### src/rtl/dds_pkg.sv
// Shared encodings and default widths for the DDS phase generator.
package dds_pkg;

    localparam int DDS_ACC_W  = 32;
    localparam int DDS_ADDR_W = 10;
    localparam int DDS_DATA_W = 8;

    typedef enum logic [1:0] {
        WAVE_SINE = 2'd0,
        WAVE_SQR  = 2'd1,
        WAVE_TRI  = 2'd2,
        WAVE_SAW  = 2'd3
    } wave_sel_e;

    typedef enum logic [1:0] {
        ST_IDLE = 2'd0,
        ST_RUN  = 2'd1,
        ST_PEND = 2'd2
    } dds_state_e;

endpackage

### src/rtl/dds_wave_shaper.sv
// Output stage: derives square/triangle/sawtooth from the delayed phase and
// registers the selected sample alongside its valid and sync flags.
module dds_wave_shaper
    import dds_pkg::*;
#(
    parameter int DATA_W = DDS_DATA_W
) (
    input  logic              clk,
    input  logic              rst_n,
    input  logic [DATA_W:0]   phase,
    input  logic [1:0]        wave_sel,
    input  logic [DATA_W-1:0] rom_data,
    input  logic              valid_in,
    input  logic              sync_in,
    output logic [DATA_W-1:0] wave_out,
    output logic              wave_valid,
    output logic              sync
);

    logic              msb;
    logic [DATA_W-1:0] sqr;
    logic [DATA_W-1:0] saw;
    logic [DATA_W-1:0] tri_w;
    logic [DATA_W-1:0] sample;

    // phase carries only the DATA_W+1 top address bits the shapes need
    assign msb   = phase[DATA_W];
    assign sqr   = {DATA_W{msb}};
    assign saw   = phase[DATA_W -: DATA_W];
    assign tri_w = msb ? ~phase[DATA_W-1:0] : phase[DATA_W-1:0];

    always_comb begin
        // NOTE: default first so no path through the case leaves sample unassigned (no latch).
        sample = rom_data;
        case (wave_sel_e'(wave_sel))
            WAVE_SINE: sample = rom_data;
            WAVE_SQR:  sample = sqr;
            WAVE_TRI:  sample = tri_w;
            WAVE_SAW:  sample = saw;
        endcase
    end

    always_ff @(posedge clk or negedge rst_n) begin
        if (!rst_n) begin
            wave_out   <= '0;
            wave_valid <= 1'b0;
            sync       <= 1'b0;
        end else begin
            // NOTE: non-blocking for all registered state so every flop samples pre-edge values.
            wave_out   <= sample;
            wave_valid <= valid_in;
            sync       <= sync_in;
        end
    end

endmodule

### src/rtl/dds_phase_gen.sv
// Phase accumulator with wrap-synchronised retune, sine ROM addressing and a
// delay line that keeps computed waveforms aligned with ROM read latency.
module dds_phase_gen
    import dds_pkg::*;
#(
    parameter int ACC_W   = DDS_ACC_W,
    parameter int ADDR_W  = DDS_ADDR_W,
    parameter int DATA_W  = DDS_DATA_W,
    parameter int ROM_LAT = 2,
    parameter int TMO_CYC = 1048576
) (
    input  logic              clk,
    input  logic              rst_n,
    input  logic              en,
    input  logic [ACC_W-1:0]  f_word,
    input  logic [ADDR_W-1:0] p_word,
    input  logic [1:0]        wave_sel,
    output logic [ADDR_W-1:0] rom_addr,
    input  logic [DATA_W-1:0] rom_data,
    output logic [DATA_W-1:0] wave_out,
    output logic              wave_valid,
    output logic              sync,
    output logic [ACC_W-1:0]  f_active,
    output logic              retune_pend
);

    localparam int PH_W  = DATA_W + 1;
    localparam int TMO_W = (TMO_CYC > 1) ? $clog2(TMO_CYC) : 1;
    localparam logic [TMO_W-1:0] TMO_LAST = TMO_W'(TMO_CYC - 1);

    dds_state_e        state, state_next;
    logic [ACC_W-1:0]  acc;
    logic [ACC_W-1:0]  f_next;
    logic [ACC_W:0]    sum;
    logic              carry;
    logic              step;
    logic              wrap_q;
    logic [TMO_W-1:0]  tmo_cnt, tmo_next;
    logic [ADDR_W-1:0] phase;

    logic [PH_W-1:0]   ph_d    [0:ROM_LAT];
    logic [1:0]        sel_d   [0:ROM_LAT];
    logic              sync_d  [0:ROM_LAT];
    logic              valid_d [0:ROM_LAT];

    assign sum         = {1'b0, acc} + {1'b0, f_active};
    assign carry       = sum[ACC_W];
    assign phase       = acc[ACC_W-1 -: ADDR_W] + p_word;
    assign retune_pend = (state == ST_PEND);

    always_comb begin
        state_next = state;
        f_next     = f_active;
        tmo_next   = tmo_cnt;
        step       = 1'b0;
        case (state)
            ST_IDLE: begin
                f_next   = f_word;
                tmo_next = '0;
                if (en) state_next = ST_RUN;
            end
            ST_RUN: begin
                if (!en) begin
                    state_next = ST_IDLE;
                end else begin
                    step = 1'b1;
                    if (f_word != f_active) begin
                        state_next = ST_PEND;
                        tmo_next   = '0;
                    end
                end
            end
            ST_PEND: begin
                if (!en) begin
                    state_next = ST_IDLE;
                    tmo_next   = '0;
                end else begin
                    step = 1'b1;
                    // A stalled (zero) word never wraps, so it is replaced at once
                    if (carry || (f_active == '0) || (tmo_cnt == TMO_LAST)) begin
                        f_next     = f_word;
                        state_next = ST_RUN;
                    end else if (f_word == f_active) begin
                        state_next = ST_RUN;
                    end else begin
                        tmo_next = tmo_cnt + 1'b1;
                    end
                end
            end
            default: state_next = ST_IDLE;
        endcase
    end

    always_ff @(posedge clk or negedge rst_n) begin
        if (!rst_n) begin
            state    <= ST_IDLE;
            acc      <= '0;
            f_active <= '0;
            tmo_cnt  <= '0;
            wrap_q   <= 1'b0;
        end else begin
            state    <= state_next;
            f_active <= f_next;
            tmo_cnt  <= tmo_next;
            wrap_q   <= step & carry;
            if (step) acc <= sum[ACC_W-1:0];
        end
    end

    // Each cycle outside IDLE samples the current accumulator as one live sample
    always_ff @(posedge clk or negedge rst_n) begin
        if (!rst_n) begin
            rom_addr <= '0;
            // NOTE: the delay line is reset too, so in-flight samples vanish on reset.
            for (int i = 0; i <= ROM_LAT; i++) begin
                ph_d[i]    <= '0;
                sel_d[i]   <= '0;
                sync_d[i]  <= 1'b0;
                valid_d[i] <= 1'b0;
            end
        end else begin
            rom_addr   <= phase;
            ph_d[0]    <= phase[ADDR_W-1 -: PH_W];
            sel_d[0]   <= wave_sel;
            sync_d[0]  <= wrap_q && (state != ST_IDLE);
            valid_d[0] <= (state != ST_IDLE);
            for (int i = 1; i <= ROM_LAT; i++) begin
                ph_d[i]    <= ph_d[i-1];
                sel_d[i]   <= sel_d[i-1];
                sync_d[i]  <= sync_d[i-1];
                valid_d[i] <= valid_d[i-1];
            end
        end
    end

    dds_wave_shaper #(
        .DATA_W(DATA_W)
    ) u_shaper (
        .clk       (clk),
        .rst_n     (rst_n),
        .phase     (ph_d[ROM_LAT]),
        .wave_sel  (sel_d[ROM_LAT]),
        .rom_data  (rom_data),
        .valid_in  (valid_d[ROM_LAT]),
        .sync_in   (sync_d[ROM_LAT]),
        .wave_out  (wave_out),
        .wave_valid(wave_valid),
        .sync      (sync)
    );

endmodule

### config.mk
export PLATFORM = sky130hd
export DESIGN_NAME = dds_phase_gen
export DESIGN_NICKNAME = d
export VERILOG_FILES = /design/src/rtl/dds_pkg.sv /design/src/rtl/dds_wave_shaper.sv /design/src/rtl/dds_phase_gen.sv
export SDC_FILE = /design/constraint.sdc
export NUM_CORES = 1
export LEC_CHECK = 0
export BUFFER_PORTS_ARGS = -buffer_cell sky130_fd_sc_hd__clkbuf_2
export CORE_ASPECT_RATIO = 1.75
export CORE_MARGIN = 3
export CORE_UTILIZATION = 45
export CTS_CLUSTER_DIAMETER = 150
export CTS_CLUSTER_SIZE = 14
export DETAILED_ROUTE_END_ITERATION = 10
export PLACE_DENSITY = 0.73
export SLEW_MARGIN = 20
export SYNTH_ARGS = -nofsm -noshare
export SYNTH_HDL_FRONTEND = slang
export SYNTH_SLANG_ARGS = --single-unit
### constraint.sdc
create_clock -name clk -period 4.1 [get_ports clk]
set_input_delay 0.205 -clock clk [delete_from_list [all_inputs] [get_ports clk]]
set_output_delay 0.205 -clock clk [all_outputs]
set_load 0.005 [all_outputs]
==> run metrics <==
die height between 150 and 200 um; clock sink count 137; f_max 0.297 GHz; Layout area overhead 13.8%; Synth top area share 38.3%; Crit. End Element flop; final hold violations 0; Pwr Total 0.00927 W; first-pass GRT wire length 38,700 um; worst slew pin tran 0.761 ns; Worst-Skew Late Latency about 0.43 ns; residual DRC count 0; H-tree depth 4; Core ar. 0.0194 mm^2; Avg Cell Area, Syn 9.31 um^2; leading area contributor after synthesis dfrtp_1; worst hold stages 2; Post-synth EDFFs 0; iteration-0 DRC count of the detailed router 602; final period utilization 82.2%; GRT Residual Overflow 0; pwr/cell area 910 mW/mm^2; Slew headroom 49.3%; reg2reg setup slack ~0.73 ns; number of buffers created by CTS 17; initial antenna violation count 0; Area contributors post-synth dfrtp_1 38%, ha_1 6.4%, xor2_1 5.2%; min Tclk post-route approximately 3.4 ns; Yosys reg bits 137; HPWL Detailed between 15,000 and 20,000 um; kind of critical path reg -> reg; total iterations of the first detailed-routing run 5; Top FF cell, synth dfrtp_1; initial core utilization 46.2%; critical hold path startpoint f_word[15]; Worst Hold Class in -> reg; synthesized cell area slightly below 0.009 mm^2; Die ar. 0.0217 mm^2; Cells after Synth roughly 960; Fin Clk Skew 0.0117 ns; Die W 113 um; peak supply drop 0.508 mV; Total GRT Usage 22.2%; setup violators final 0; reg2reg end tmo_cnt[9]; crit-path max FO 20; Pleak 4.48 nW; Clock Path Buffers 2; max cap viols 0; PostCTS Resize Cnt 0; # rows 67; via count approximately 7.8k; n_diodes 0; Final #Nets ~1.1k; setup repair after global routing missed its margin false; sequential fraction of the synthesis area about two fifths; CP arrival 3.73 ns; final wirelength 23,900 um; number of routed nets with antenna violations 0; routed len/inst 18.6 um; TritonCTS clock tree done; R2R Path Start f_active[0]; startpoint types flop; I/O Pins ~110; Clock transition at path regs 0.07 ns; number of global-route vias before repair 7,584; vias per cell 6.08; Final Wtd Congestion 0.935; # fillers 1,738; Hold EP f_active[15]; syn_nets 1,064; distinct cell type count after synthesis 68; Port-buffer cells 107; Synth Warn # 0; clk root buf clkbuf_16; largest net degree at the start of global routing 65; Worst Setup Slack, final around 0.73 ns; required time of the critical path 4.45 ns; FF-to-FF path depth 10; Post-Place Worst Slack 0.759 ns; setup TNS 0 ns; Final Max Slew Viols 0; asr flop ratio synth 100%; status complete, no violations; layout cells sized above 1 17.4%
## state kept, by name (all words and copies together) (netlist names), 2 cells and up
register,flops
acc,32
f_active,32
ph_d,27
tmo_cnt,20
u_shaper.wave_out,8
sel_d,6
sync_d,3
valid_d,3
state,2
## metal layers
layer / track usage, % / vias up / share of wire (%)
met5: 0 / - / 0
met4: 10.7 / 0 / 4.4
li1: - / 3700 / -
met2: 40.1 / 232 / 53
met1: 25.5 / 3846 / 39
met3: 2.98 / 65 / 3.8
## how the worst max path moves through the flow
stage	startpoint	endpoint	depth (start not counted)	slack [ns]
5_1_grt	f_active[0]	tmo_cnt[9]	10	0.47
2_1_floorplan	f_active[0]	tmo_cnt[19]	11	1.33
4_1_cts	f_active[0]	tmo_cnt[9]	10	0.77
3_3_place_gp	f_active[0]	tmo_cnt[19]	10	0.88
6_report	f_active[0]	tmo_cnt[9]	10	0.73
3_5_place_dp	f_active[0]	tmo_cnt[19]	10	0.76
## final cells by class
type | count | area [um^2] | area share (%)
Timing Repair Buffer | 123 | 672 | 6.60
Multi-Input combinational cell | 735 | 5130 | 50.4
Clock inverter | 15 | 146 | 1.44
Sequential cell | 137 | 3430 | 33.7
Tap cell | 241 | 302 | 2.96
Inverter | 21 | 78.8 | 0.774
Clock buffer | 17 | 425 | 4.18
## synthesized netlist by cell type (all sizes together) (3+ instances only)
cell type	number
a211oi	37
buf	24
a22o	3
nor2b	70
mux2	4
and3	7
inv	21
o311ai	3
nor3	13
mux2i	4
nor4	19
dfrtp	137
and2	4
nand2b	5
a41oi	5
o21a	9
a21oi	73
xor2	53
or4	9
a221o	32
o41ai	3
ha	46
o21bai	4
a31oi	37
clkbuf	44
nand2	85
nor2	35
nand4	12
mux4	7
o31ai	4
nand3b	3
o21ai	56
nand3	28
a21o	10
o211ai	12
xnor2	18
## metrics by stage
stage / cells / hold WS (ns) / util (%) / area [um^2]
floorplan: 961 / -0.0906 / - / 8950
global placement: 1253 / 0.232 / 49.4 / 9570
detailed placement: 1253 / 0.233 / 49.4 / 9570
CTS: 1289 / 0.0537 / 52.6 / 10200
global route: 1289 / 0.0674 / 52.6 / 10200
finish: 1289 / 0.0665 / 52.6 / 10200
## worst max-delay path: stages (launching register included)
cell	delay (ns)
dfrtp_1	0.44
ha_1	0.27
fa_1	0.41
a21oi_1	0.22
o211ai_1	0.15
nand2_1	0.15
nand4_1	0.27
nand4_2	0.34
nand3_2	0.36
or4_1	0.59
nand3_1	0.10
## layout by cell type, fill, tap and decap left out, types with 9 or more instances in the layout
cell / instances
a211oi_1: 37
a21o_1: 10
a21oi_1: 70
a221o_1: 32
a31oi_1: 37
buf_4: 12
clkbuf_16: 17
clkbuf_2: 106
dfrtp_1: 137
ha_1: 44
inv_1: 21
nand2_1: 84
nand3_1: 26
nand4_1: 11
nor2_1: 34
nor2b_1: 70
nor3_1: 12
nor4_1: 17
o211ai_1: 12
o21a_1: 9
o21ai_0: 54
or4_1: 9
xnor2_1: 18
xor2_1: 53
## power breakdown
group | leakage, nW | internal [W] | switching [W]
Sequential | 1.69 | 0.00193 | 0.000632
Clock | 0.279 | 0.000812 | 0.000685
Combinational | 2.51 | 0.00228 | 0.00293
Total | 4.48 | 0.00502 | 0.00424
## repair_timing
item	4_1_cts	5_1_grt
endpoints found under the hold margin	65	0
hold buffers	4	0
buffers inserted	0	0
## cells by family after synthesis
logic type      Yosys count  synth area share (%)
buf+inv                  89                  4.49
simple gates            298                  17.8
mux                      15                  2.71
fa+ha+maj                48                  6.88
compound gates          303                  22.9
flops                   137                  38.3
xor+xnor                 71                  6.95
Note: power is estimated with default switching activity, not from simulation.
